===== config.mk =====
export PLATFORM = sky130hd
export DESIGN_NAME = calendar_time_counter_flat
export DESIGN_NICKNAME = d
export VERILOG_FILES = /design/src/rtl/calendar_pkg.sv /design/src/rtl/calendar_time_counter_if.sv /design/src/rtl/leap_year_check.sv /design/src/rtl/calendar_time_counter.sv /design/src/flat_wrapper.sv
export SDC_FILE = /design/constraint.sdc
export NUM_CORES = 1
export LEC_CHECK = 0
export CAP_MARGIN = 0
export CORE_ASPECT_RATIO = 1.4
export CORE_MARGIN = 1
export CORE_UTILIZATION = 50
export DETAILED_ROUTE_END_ITERATION = 7
export PLACE_DENSITY_LB_ADDON = 0.12
export SLEW_MARGIN = 0
export SYNTH_ARGS = -nofsm -noshare
export SYNTH_HDL_FRONTEND = slang
export SYNTH_HIERARCHICAL = 1
export SYNTH_SLANG_ARGS = --single-unit

===== constraint.sdc =====
create_clock -name clockSignal -period 9 [get_ports clockSignal]
set_clock_uncertainty 0.15 [all_clocks]
set_input_delay 1.8 -clock clockSignal [delete_from_list [all_inputs] [get_ports clockSignal]]
set_output_delay 1.8 -clock clockSignal [all_outputs]
set_load 0.02 [all_outputs]

===== src/rtl/calendar_pkg.sv =====
// calendar_pkg: field widths, limits, month names and month length.
// Shared by the calendar counter, its interface and leap checker.
package calendar_pkg;

  localparam int CENTI_W = 7;
  localparam int SEC_W   = 6;
  localparam int MIN_W   = 6;
  localparam int HOUR_W  = 5;
  localparam int DATE_W  = 5;
  localparam int MONTH_W = 4;
  localparam int YEAR_W  = 14;
  localparam int DAY_W   = 3;

  localparam logic [CENTI_W-1:0] CENTI_MAX = 7'd99;
  localparam logic [SEC_W-1:0]   SEC_MAX   = 6'd59;
  localparam logic [MIN_W-1:0]   MIN_MAX   = 6'd59;
  localparam logic [HOUR_W-1:0]  HOUR_MAX  = 5'd23;
  localparam logic [DAY_W-1:0]   DAY_MAX   = 3'd6;

  localparam logic [MONTH_W-1:0] JAN = 4'd1;
  localparam logic [MONTH_W-1:0] FEB = 4'd2;
  localparam logic [MONTH_W-1:0] APR = 4'd4;
  localparam logic [MONTH_W-1:0] JUN = 4'd6;
  localparam logic [MONTH_W-1:0] SEP = 4'd9;
  localparam logic [MONTH_W-1:0] NOV = 4'd11;
  localparam logic [MONTH_W-1:0] DEC = 4'd12;
  localparam logic [MONTH_W-1:0] MONTH_MAX = DEC;

  // Out-of-range months return 31; callers range-check month.
  function automatic logic [DATE_W-1:0] daysInMonth(
    input logic [MONTH_W-1:0] month,
    input logic               leap
  );
    logic [DATE_W-1:0] n;
    case (month)
      FEB:                n = leap ? 5'd29 : 5'd28;
      APR, JUN, SEP, NOV: n = 5'd30;
      default:            n = 5'd31;
    endcase
    return n;
  endfunction

endpackage


===== src/rtl/calendar_time_counter_if.sv =====
// calendar_time_counter_if: tick/load inputs and display outputs.
// master = upstream/display side, slave = counter; CALENDAR_ALARM_EN adds alarm.
interface calendar_time_counter_if;
  import calendar_pkg::*;

  logic                 tick100Hz;
  logic                 load;
  logic [HOUR_W-1:0]    loadHours;
  logic [MIN_W-1:0]     loadMinutes;
  logic [SEC_W-1:0]     loadSeconds;
  logic [DATE_W-1:0]    loadDate;
  logic [MONTH_W-1:0]   loadMonth;
  logic [YEAR_W-1:0]    loadYear;
  logic [DAY_W-1:0]     loadDay;
  logic [CENTI_W-1:0]   centiDisplay;
  logic [SEC_W-1:0]     secondsDisplay;
  logic [MIN_W-1:0]     minutesDisplay;
  logic [HOUR_W-1:0]    hoursDisplay;
  logic [DATE_W-1:0]    dateDisplay;
  logic [MONTH_W-1:0]   monthDisplay;
  logic [YEAR_W-1:0]    yearDisplay;
  logic [DAY_W-1:0]     dayDisplay;
  logic                 secondPulse;
  logic                 dayRollover;
  logic                 loadError;
`ifdef CALENDAR_ALARM_EN
  logic                 alarmSet;
  logic [HOUR_W-1:0]    alarmHours;
  logic [MIN_W-1:0]     alarmMinutes;
  logic                 alarmEnable;
  logic                 alarmRing;
`endif

`ifdef CALENDAR_ALARM_EN
  modport master (
    output tick100Hz, load, loadHours, loadMinutes,
    output loadSeconds, loadDate, loadMonth, loadYear, loadDay,
    output alarmSet, alarmHours, alarmMinutes, alarmEnable,
    input  centiDisplay, secondsDisplay, minutesDisplay,
    input  hoursDisplay, dateDisplay, monthDisplay,
    input  yearDisplay, dayDisplay,
    input  secondPulse, dayRollover, loadError, alarmRing
  );
  modport slave (
    input  tick100Hz, load, loadHours, loadMinutes,
    input  loadSeconds, loadDate, loadMonth, loadYear, loadDay,
    input  alarmSet, alarmHours, alarmMinutes, alarmEnable,
    output centiDisplay, secondsDisplay, minutesDisplay,
    output hoursDisplay, dateDisplay, monthDisplay,
    output yearDisplay, dayDisplay,
    output secondPulse, dayRollover, loadError, alarmRing
  );
`else
  modport master (
    output tick100Hz, load, loadHours, loadMinutes,
    output loadSeconds, loadDate, loadMonth, loadYear, loadDay,
    input  centiDisplay, secondsDisplay, minutesDisplay,
    input  hoursDisplay, dateDisplay, monthDisplay,
    input  yearDisplay, dayDisplay,
    input  secondPulse, dayRollover, loadError
  );
  modport slave (
    input  tick100Hz, load, loadHours, loadMinutes,
    input  loadSeconds, loadDate, loadMonth, loadYear, loadDay,
    output centiDisplay, secondsDisplay, minutesDisplay,
    output hoursDisplay, dateDisplay, monthDisplay,
    output yearDisplay, dayDisplay,
    output secondPulse, dayRollover, loadError
  );
`endif

endinterface


===== src/rtl/leap_year_check.sv =====
// leap_year_check: combinational Gregorian leap-year test.
// Ports: year (in), leap (out).
module leap_year_check
  import calendar_pkg::*;
(
  input  logic [YEAR_W-1:0] year,
  output logic              leap
);

  logic div4, div100, div400;

  always_comb begin
    div4   = (year[1:0] == 2'b00);
    div100 = ((year % YEAR_W'(100)) == '0);
    div400 = ((year % YEAR_W'(400)) == '0);
    leap   = (div4 && !div100) || div400;
  end

endmodule


===== src/rtl/calendar_time_counter.sv =====
// calendar_time_counter: 100 Hz tick -> time of day and calendar.
// Ports: clockSignal, resetN, bus (slave); alarm under CALENDAR_ALARM_EN.
module calendar_time_counter
  import calendar_pkg::*;
#(
  parameter int RESET_YEAR = 1970,
  parameter int RESET_DAY  = 4,
  parameter int YEAR_MAX   = 9999
) (
  input logic                    clockSignal,
  input logic                    resetN,
  calendar_time_counter_if.slave bus
);

  localparam logic [YEAR_W-1:0] YR_RST = YEAR_W'(RESET_YEAR);
  localparam logic [YEAR_W-1:0] YR_END = YEAR_W'(YEAR_MAX);
  localparam logic [DAY_W-1:0]  DW_RST = DAY_W'(RESET_DAY);

  logic [CENTI_W-1:0] centi_q, centi_d;
  logic [SEC_W-1:0]   sec_q, sec_d;
  logic [MIN_W-1:0]   min_q, min_d;
  logic [HOUR_W-1:0]  hour_q, hour_d;
  logic [DATE_W-1:0]  date_q, date_d;
  logic [MONTH_W-1:0] month_q, month_d;
  logic [YEAR_W-1:0]  year_q, year_d;
  logic [DAY_W-1:0]   day_q, day_d;
  logic sp_q, sp_d, roll_q, roll_d, err_q, err_d;

  logic run_leap, ld_leap;
  logic [DATE_W-1:0] run_dim, ld_dim;
  logic ld_ok;

  leap_year_check u_run_leap (
    .year (year_q),
    .leap (run_leap)
  );

  leap_year_check u_ld_leap (
    .year (bus.loadYear),
    .leap (ld_leap)
  );

  assign run_dim = daysInMonth(month_q, run_leap);
  assign ld_dim  = daysInMonth(bus.loadMonth, ld_leap);

  assign ld_ok = (bus.loadHours <= HOUR_MAX)
              && (bus.loadMinutes <= MIN_MAX)
              && (bus.loadSeconds <= SEC_MAX)
              && (bus.loadMonth >= JAN)
              && (bus.loadMonth <= MONTH_MAX)
              && (bus.loadDate != '0)
              && (bus.loadDate <= ld_dim)
              && (bus.loadYear >= YR_RST)
              && (bus.loadYear <= YR_END)
              && (bus.loadDay <= DAY_MAX);

  // Whole carry chain settles in one cycle; load beats tick.
  always_comb begin
    centi_d = centi_q;
    sec_d   = sec_q;
    min_d   = min_q;
    hour_d  = hour_q;
    date_d  = date_q;
    month_d = month_q;
    year_d  = year_q;
    day_d   = day_q;
    sp_d    = 1'b0;
    roll_d  = 1'b0;
    err_d   = 1'b0;
    if (bus.load) begin
      if (ld_ok) begin
        centi_d = '0;
        sec_d   = bus.loadSeconds;
        min_d   = bus.loadMinutes;
        hour_d  = bus.loadHours;
        date_d  = bus.loadDate;
        month_d = bus.loadMonth;
        year_d  = bus.loadYear;
        day_d   = bus.loadDay;
      end else begin
        err_d = 1'b1;
      end
    end else if (bus.tick100Hz) begin
      if (centi_q != CENTI_MAX) begin
        centi_d = centi_q + 1'b1;
      end else begin
        centi_d = '0;
        sp_d    = 1'b1;
        if (sec_q != SEC_MAX) begin
          sec_d = sec_q + 1'b1;
        end else begin
          sec_d = '0;
          if (min_q != MIN_MAX) begin
            min_d = min_q + 1'b1;
          end else begin
            min_d = '0;
            if (hour_q != HOUR_MAX) begin
              hour_d = hour_q + 1'b1;
            end else begin
              hour_d = '0;
              roll_d = 1'b1;
              day_d  = (day_q == DAY_MAX) ? '0 : day_q + 1'b1;
              if (date_q != run_dim) begin
                date_d = date_q + 1'b1;
              end else begin
                date_d = 5'd1;
                if (month_q != MONTH_MAX) begin
                  month_d = month_q + 1'b1;
                end else begin
                  month_d = JAN;
                  year_d  = (year_q == YR_END) ? YR_RST
                                               : year_q + 1'b1;
                end
              end
            end
          end
        end
      end
    end
  end

  always_ff @(posedge clockSignal or negedge resetN) begin
    if (!resetN) begin
      centi_q <= '0;
      sec_q   <= '0;
      min_q   <= '0;
      hour_q  <= '0;
      date_q  <= 5'd1;
      month_q <= JAN;
      year_q  <= YR_RST;
      day_q   <= DW_RST;
      sp_q    <= 1'b0;
      roll_q  <= 1'b0;
      err_q   <= 1'b0;
    end else begin
      centi_q <= centi_d;
      sec_q   <= sec_d;
      min_q   <= min_d;
      hour_q  <= hour_d;
      date_q  <= date_d;
      month_q <= month_d;
      year_q  <= year_d;
      day_q   <= day_d;
      sp_q    <= sp_d;
      roll_q  <= roll_d;
      err_q   <= err_d;
    end
  end

  assign bus.centiDisplay   = centi_q;
  assign bus.secondsDisplay = sec_q;
  assign bus.minutesDisplay = min_q;
  assign bus.hoursDisplay   = hour_q;
  assign bus.dateDisplay    = date_q;
  assign bus.monthDisplay   = month_q;
  assign bus.yearDisplay    = year_q;
  assign bus.dayDisplay     = day_q;
  assign bus.secondPulse    = sp_q;
  assign bus.dayRollover    = roll_q;
  assign bus.loadError      = err_q;

`ifdef CALENDAR_ALARM_EN
  logic [HOUR_W-1:0] al_hour_q;
  logic [MIN_W-1:0]  al_min_q;
  logic armed_q, ring_q, ring_d, hit;

  // Only a counting tick can land on hh:mm:00.00 here.
  assign hit = armed_q
            && (centi_d == '0) && (sec_d == '0)
            && (min_d == al_min_q)
            && (hour_d == al_hour_q);

  always_comb begin
    ring_d = ring_q;
    if (!bus.alarmEnable) begin
      ring_d = 1'b0;
    end else if (bus.tick100Hz && !bus.load) begin
      if (hit) begin
        ring_d = 1'b1;
      end else if (min_d != al_min_q) begin
        ring_d = 1'b0;
      end
    end
  end

  always_ff @(posedge clockSignal or negedge resetN) begin
    if (!resetN) begin
      al_hour_q <= '0;
      al_min_q  <= '0;
      armed_q   <= 1'b0;
      ring_q    <= 1'b0;
    end else begin
      if (bus.alarmSet) begin
        al_hour_q <= bus.alarmHours;
        al_min_q  <= bus.alarmMinutes;
        armed_q   <= 1'b1;
      end
      ring_q <= ring_d;
    end
  end

  assign bus.alarmRing = ring_q;
`endif

endmodule


===== src/flat_wrapper.sv =====
// flat-port wrapper written by rule: the top's interface ports become plain ports
module calendar_time_counter_flat import calendar_pkg::*;
#(
  parameter int RESET_YEAR = 1970,
  parameter int RESET_DAY  = 4,
  parameter int YEAR_MAX   = 9999
)
  (clockSignal, resetN, bus_tick100Hz, bus_load, bus_loadHours, bus_loadMinutes, bus_loadSeconds, bus_loadDate, bus_loadMonth, bus_loadYear, bus_loadDay, bus_centiDisplay, bus_secondsDisplay, bus_minutesDisplay, bus_hoursDisplay, bus_dateDisplay, bus_monthDisplay, bus_yearDisplay, bus_dayDisplay, bus_secondPulse, bus_dayRollover, bus_loadError);
  calendar_time_counter_if bus_i ();
  input logic clockSignal;
  input logic resetN;
  input wire logic [$bits(bus_i.tick100Hz)-1:0] bus_tick100Hz;
  input wire logic [$bits(bus_i.load)-1:0] bus_load;
  input wire logic [$bits(bus_i.loadHours)-1:0] bus_loadHours;
  input wire logic [$bits(bus_i.loadMinutes)-1:0] bus_loadMinutes;
  input wire logic [$bits(bus_i.loadSeconds)-1:0] bus_loadSeconds;
  input wire logic [$bits(bus_i.loadDate)-1:0] bus_loadDate;
  input wire logic [$bits(bus_i.loadMonth)-1:0] bus_loadMonth;
  input wire logic [$bits(bus_i.loadYear)-1:0] bus_loadYear;
  input wire logic [$bits(bus_i.loadDay)-1:0] bus_loadDay;
  output wire logic [$bits(bus_i.centiDisplay)-1:0] bus_centiDisplay;
  output wire logic [$bits(bus_i.secondsDisplay)-1:0] bus_secondsDisplay;
  output wire logic [$bits(bus_i.minutesDisplay)-1:0] bus_minutesDisplay;
  output wire logic [$bits(bus_i.hoursDisplay)-1:0] bus_hoursDisplay;
  output wire logic [$bits(bus_i.dateDisplay)-1:0] bus_dateDisplay;
  output wire logic [$bits(bus_i.monthDisplay)-1:0] bus_monthDisplay;
  output wire logic [$bits(bus_i.yearDisplay)-1:0] bus_yearDisplay;
  output wire logic [$bits(bus_i.dayDisplay)-1:0] bus_dayDisplay;
  output wire logic [$bits(bus_i.secondPulse)-1:0] bus_secondPulse;
  output wire logic [$bits(bus_i.dayRollover)-1:0] bus_dayRollover;
  output wire logic [$bits(bus_i.loadError)-1:0] bus_loadError;
  assign bus_i.tick100Hz = bus_tick100Hz;
  assign bus_i.load = bus_load;
  assign bus_i.loadHours = bus_loadHours;
  assign bus_i.loadMinutes = bus_loadMinutes;
  assign bus_i.loadSeconds = bus_loadSeconds;
  assign bus_i.loadDate = bus_loadDate;
  assign bus_i.loadMonth = bus_loadMonth;
  assign bus_i.loadYear = bus_loadYear;
  assign bus_i.loadDay = bus_loadDay;
  assign bus_centiDisplay = bus_i.centiDisplay;
  assign bus_secondsDisplay = bus_i.secondsDisplay;
  assign bus_minutesDisplay = bus_i.minutesDisplay;
  assign bus_hoursDisplay = bus_i.hoursDisplay;
  assign bus_dateDisplay = bus_i.dateDisplay;
  assign bus_monthDisplay = bus_i.monthDisplay;
  assign bus_yearDisplay = bus_i.yearDisplay;
  assign bus_dayDisplay = bus_i.dayDisplay;
  assign bus_secondPulse = bus_i.secondPulse;
  assign bus_dayRollover = bus_i.dayRollover;
  assign bus_loadError = bus_i.loadError;
  calendar_time_counter #(.RESET_YEAR(RESET_YEAR), .RESET_DAY(RESET_DAY), .YEAR_MAX(YEAR_MAX)) u_core (.clockSignal(clockSignal), .resetN(resetN), .bus(bus_i));
endmodule

After elaboration in Yosys (flattened, before gate mapping)
Cells that the tools add are included.
{"block": "classes", "div_mod_pow": 4, "mux": 72, "order_cmp": 9, "reduce_logical": 32, "eq_ne": 25, "n_addsub": 8}
{"op": "$mux 14", "count": 10}
{"op": "$mux 5", "count": 15}
{"op": "$mux 6", "count": 11}
{"op": "$logic_not 14->1", "count": 4}
{"op": "$mux 4", "count": 9}
{"op": "$mod 14x7->14 const B", "count": 2}
{"op": "$mod 14x9->14 const B", "count": 2}
{"op": "$mux 7", "count": 4}
{"op": "$mux 3", "count": 8}
{"op": "$pmux 5 s2", "count": 2}
{"op": "$eq 4x3->1 const B", "count": 4}
{"op": "$eq 4x4->1 const B", "count": 4}
{"op": "$add 14x1->14 const B", "count": 1}
{"op": "$eq 14x14->1 const B", "count": 1}
{"op": "$ge 14x11->1 const B", "count": 1}
{"op": "$le 14x14->1 const B", "count": 1}
{"op": "$mux 1", "count": 13}
{"op": "$add 6x1->6 const B", "count": 2}
{"op": "$le 6x6->1 const B", "count": 2}
{"op": "$ne 2x2->1 const B", "count": 6}
{"op": "$ne 6x6->1 const B", "count": 2}
{"op": "$logic_and 1x1->1", "count": 11}
{"op": "$add 5x1->5 const B", "count": 2}
{"op": "$eq 4x2->1 const B", "count": 2}
{"op": "other kinds (27)", "count": 31}
{"block": "totals", "output_inout_bits": 53, "input_bits": 47, "word_cells": 161, "ff_bits": 53}

Longest topological paths before layout
{"block": "depth", "ltp_word": 15, "ltp_mapped": 35, "ltp_nobuf": 29}

Cells and area by module
Netlist, hierarchy kept.
{"module": "calendar_time_counter", "instances": 1, "area_per_inst_um2": 3505.9, "seq_area_each_um2": 1338.8, "cells_each": 412}
{"module": "leap_year_check", "instances": 2, "area_per_inst_um2": 1383.8, "seq_area_each_um2": 0.0, "cells_each": 197}

Least setup slack after synthesis
Ideal clock, no wire load.
{"block": "synth_path", "kind": "input -> register", "start": "input port bus_loadYear[9]", "end": "register u_core.hour_q[0], in the netlist u_core/bus.hoursDisplay[0]", "n_path_buf": 2, "setup_slack_ns": 0.736, "setup_time_ns": 0.125, "required_time_ns": 8.725, "cell_stages": 30, "arrival_ns": 7.989, "path_cell_list": "buf_2 or3_4 o221a_4 o221a_1 a21oi_2 mux2i_1 o22ai_1 or3_4 a2111o_1 a31oi_2 nor3_2 nor2_1 mux2_1 a311oi_2 o21ai_1 o31ai_1 mux2i_1 a41oi_2 inv_1 a21oi_1 nor3_1 a31oi_1 ha_1 a221oi_1 nor4_1 a21oi_2 or2_1 buf_2 nor2_4 mux2_2"}
{"block": "synth_via", "elab_chain_len": 14, "word_cells_on_any_way": 18, "classes_between": "2 x div; 3 x order compare; 1 x eq/ne; 2 x mux; 10 x reduce/logical"}
{"element": "start: declaration", "line": "flat_wrapper.sv:19", "text": "input wire logic [$bits(bus_i.loadYear)-1:0] bus_loadYear;"}
{"element": "$mod 14x7->14", "line": "leap_year_check.sv:14", "text": "div100 = ((year % YEAR_W'(100)) == '0);"}
{"element": "$logic_not 14->1", "line": "leap_year_check.sv:14"}
{"element": "$logic_not 1->1", "line": "leap_year_check.sv:16", "text": "leap = (div4 && !div100) || div400;"}
{"element": "$logic_and 1x1->1", "line": "leap_year_check.sv:16"}
{"element": "$logic_or 1x1->1 (*)", "line": "leap_year_check.sv:16"}
{"element": "via u_core.ld_leap", "line": "calendar_time_counter.sv:29", "text": "logic run_leap, ld_leap;"}
{"element": "$mux 1 (*)", "line": "calendar_pkg.sv:36", "text": "FEB: n = leap ? 5'd29 : 5'd28;"}
{"element": "$pmux 5 s2 (*)", "line": "calendar_pkg.sv:35", "text": "case (month)"}
{"element": "$le 5x5->1 (*)", "line": "calendar_time_counter.sv:52", "text": "&& (bus.loadDate <= ld_dim)"}
{"element": "$logic_and 1x1->1 (*)", "line": "calendar_time_counter.sv:52"}
{"element": "$logic_and 1x1->1 (*)", "line": "calendar_time_counter.sv:53", "text": "&& (bus.loadYear >= YR_RST)"}
{"element": "$logic_and 1x1->1 (*)", "line": "calendar_time_counter.sv:54", "text": "&& (bus.loadYear <= YR_END)"}
{"element": "$logic_and 1x1->1 (*)", "line": "calendar_time_counter.sv:55", "text": "&& (bus.loadDay <= DAY_MAX);"}
{"element": "$ne 2x1->1 (no source line) (*)"}
{"element": "$reduce_and 5->1 (no source line) (*)"}
{"element": "end signal: assignment", "line": "calendar_time_counter.sv:139", "text": "hour_q <= hour_d;"}
{"element": "end: declaration", "line": "calendar_time_counter.sv:22", "text": "logic [HOUR_W-1:0] hour_q, hour_d;"}
Mark *: on every way through the listed nets, which the timed path passes. The rest lies on a longest branch.
A chain may end at the register's enable or synchronous reset.

Final worst setup path
Ends and elaborated chain as after synthesis.

==> run summary <==
Main area contributors after synthesis: dfrtp_1 (17%), nand2_1 (4.5%), dfstp_2 (4.2%), nor2_1 (3.5%), a21oi_1 (3.5%)
LEAKAGE: 0.002932 µW
IO buf count: 99
Syn-to-layout area delta: 22.56%
WL/cell: 17.99 µm
Critical Path Source Type: input port
H-tree depth reported by CTS: 2
Mapped Area: 0.006274 mm²
Req. time, crit path: 9.04 ns
Worst R2R Start: u_core/bus.yearDisplay[13]
Number of flops mapped to enable cells by yosys: 0
Cell variety after synth: 97
Max incr delay on CP: 0.50 ns
Avg Inst Size Synth: 7.784 µm²
Fraction of registers with async set/reset: 1.000
Crit-path most repeated cell: a21oi_2
Hold Path Class: flip-flop to flip-flop
# nets final: 951
Tot Pwr: 2035 µW
CTS Root Cell: clkbuf_16
Status: finished, final reports clean
Clock Latency Late Sink: 0.30 ns
Final hold violations: 0
Die H: 134.5 µm
Slew at the pin with the worst max-slew slack: 1.030 ns
Initial Util: 0.5121
Drt via density: 6.616
Final Setup Violations: 0
Arr. time, crit path: 8.78 ns
Hpwl dp: 13750 µm
CP Class: input port to flip-flop
Yosys synthesis warning count: 6
Initial DRT Pass Iterations: 5
Register area: 0.001339 mm²
Die area: 0.01301 mm²
Synth top area share: 0.1715
Area leader, netlist: dfrtp_1
Initial drt markers: 562
Crit. End Element: flip-flop
Total Neg Setup Slack: 0 ns
First-pass GRT wire length: 30810 µm
Vias: 6901
#FFs+latches synth: 53
# clock sinks: 53
Ys flop type: dfrtp_1
Design area: 0.007689 mm²
Crit path to: u_core/bus.hoursDisplay[0]
Post-synthesis sequential area ratio: 0.2134
Top post-synthesis cells by count: nand2_1 (75), nor2_1 (59), a21oi_1 (44), nand3_1 (44), dfrtp_1 (43)
Number of global-route vias before repair: 6572
Clock period minus final worst setup slack: 8.742 ns
GR Overflow Total: 0
GRT Total Usage: 0.2774
Peak Freq: 114.4 MHz
IO Count: 100
ANT cells: 0
Synth Net Count: 865
Num CTS Buffers: 5
Mapped Cells: 806
Crit-path slowest cell: clkdlybuf4s50_1
Placed Area: 0.007358 mm²
R2r setup slk: 1.21 ns
Hold Path Stages: 2
Routed WL: 18770 µm
Routed Antenna Nets: 0
Crit-path max FO: 5
Fillcell total: 1087
DRC: 0
Most frequent cell after synthesis: nand2_1
MaxCap Viol Count: 0
Final Non-Filler Cells: 1043
Multi-input logic area: 0.004606 mm²
Share of post-route cells with drive strength above 1: 0.1478
CTS tree: done
Peak supply drop: 0.1815 mV
Core Footprint: 0.01225 mm²
Cells after DPL: 1029
Reg clk slew, reported paths: 0.08 ns
Max Slew Vio Count: 0
Fin crit share: 0.9714
Initial antenna violation count: 0
Rows: 48
Slew HR: 0.3078
Gpl congestion: 0.8823
End of the worst register-to-register path: u_core/bus.yearDisplay[13]
Clock tree buffer depth: 2
R2R depth: 25
Power per Cell Area: 264.6 mW/mm²
Chip width: 96.67 µm
Critical path launch point: bus_loadYear[9]
Largest net degree at the start of global routing: 58
flip-flops by register name, indices dropped and copies added (netlist names), 3 cells and up:
signal	cells
u_core/bus.centiDisplay	7
u_core/bus.dateDisplay	5
u_core/bus.dayDisplay	3
u_core/bus.hoursDisplay	5
u_core/bus.minutesDisplay	6
u_core/bus.monthDisplay	4
u_core/bus.secondsDisplay	6
u_core/bus.yearDisplay	14
layer usage:
layer  track usage  up-vias  wire, µm
li1              -     3238         -
met5             0        -         0
met1        0.3295     3321      7421
met3       0.03313       50      1002
met4        0.1086        0       586
met2        0.5074      292      9756
metrics by stage:
step | util | hold WS, ns | worst slack, ns
after floorplan | - | 0.3771 | 0.7360
after global placement | 0.6006 | 0.3555 | 0.09428
after detailed placement | 0.6006 | 0.3627 | -0.2340
after CTS | 0.6148 | 0.3828 | 0.03622
after global routing | 0.6276 | 0.4051 | -0.05743
final | 0.6276 | 0.3764 | 0.2577
placed cells by master (no fill, tap or decap), drive strengths merged, types with 12 or more instances in the layout:
master and n:
o22ai 12, or2 14, ha 12, inv 41, a31oi 15, mux2 12
buf 32, nor2 62, nand3 44, nand2 76, and3 13, nor4 14
clkdlybuf4s50 96, o21ai 56, or3 16, mux2i 16, a21boi 12, o31ai 14
a21oi 50, nand2b 13, nor3 26, dfrtp 43
cells by family after synthesis:
kind of cell	share of synthesized area
AO/OA/AOI/OAI	0.3307
XOR/XNOR	0.02154
adder cells (fa/ha/maj)	0.02712
buffers and inverters	0.06921
flip-flops	0.2134
multiplexers	0.05106
AND/OR/NAND/NOR	0.2870
layout make-up:
| type | instances | share of cell area |
|---|---|---|
| tap | 150 | 0.02441 |
| inverter | 42 | 0.02050 |
| clock inverter | 3 | 0.006347 |
| clock buffer | 5 | 0.01627 |
| multi-input combinational | 661 | 0.5990 |
| sequential | 53 | 0.1741 |
| timing repair buffer | 129 | 0.1593 |
power breakdown:
group / switching (µW) / total, µW / internal (µW)
logic: 762 / 1360 / 595
registers: 135 / 449 / 314
clock network: 96.2 / 230 / 133
total: 993 / 2030 / 1040
what timing repair did:
action | in CTS | in global routing
gates resized for setup | 0 | 22
hold endpoints to repair | 0 | 0
endpoints found under the setup margin | 0 | 51
setup buffers | 0 | 6
hold buffers | 0 | 0
how the worst min path moves through the flow:
stage / startpoint / endpoint / slack [ns]
after detailed placement: u_core/bus.yearDisplay[1] / u_core/bus.yearDisplay[1] / 0.36
after CTS: u_core/bus.yearDisplay[1] / u_core/bus.yearDisplay[1] / 0.38
after global placement: u_core/bus.yearDisplay[1] / u_core/bus.yearDisplay[1] / 0.36
after floorplan: u_core/bus.yearDisplay[1] / u_core/bus.yearDisplay[1] / 0.38
after global routing: u_core/bus.yearDisplay[1] / u_core/bus.yearDisplay[1] / 0.41
final: u_core/bus.yearDisplay[1] / u_core/bus.yearDisplay[1] / 0.38
critical path: cells and delay by family:
kind	cells	cell delay, ns
compound gates	14	2.98
simple gates	9	1.80
mux	4	1.26
buf+inv	3	0.72
fa+ha+maj	1	0.20
No activity file was read; power rests on OpenSTA's default activity.
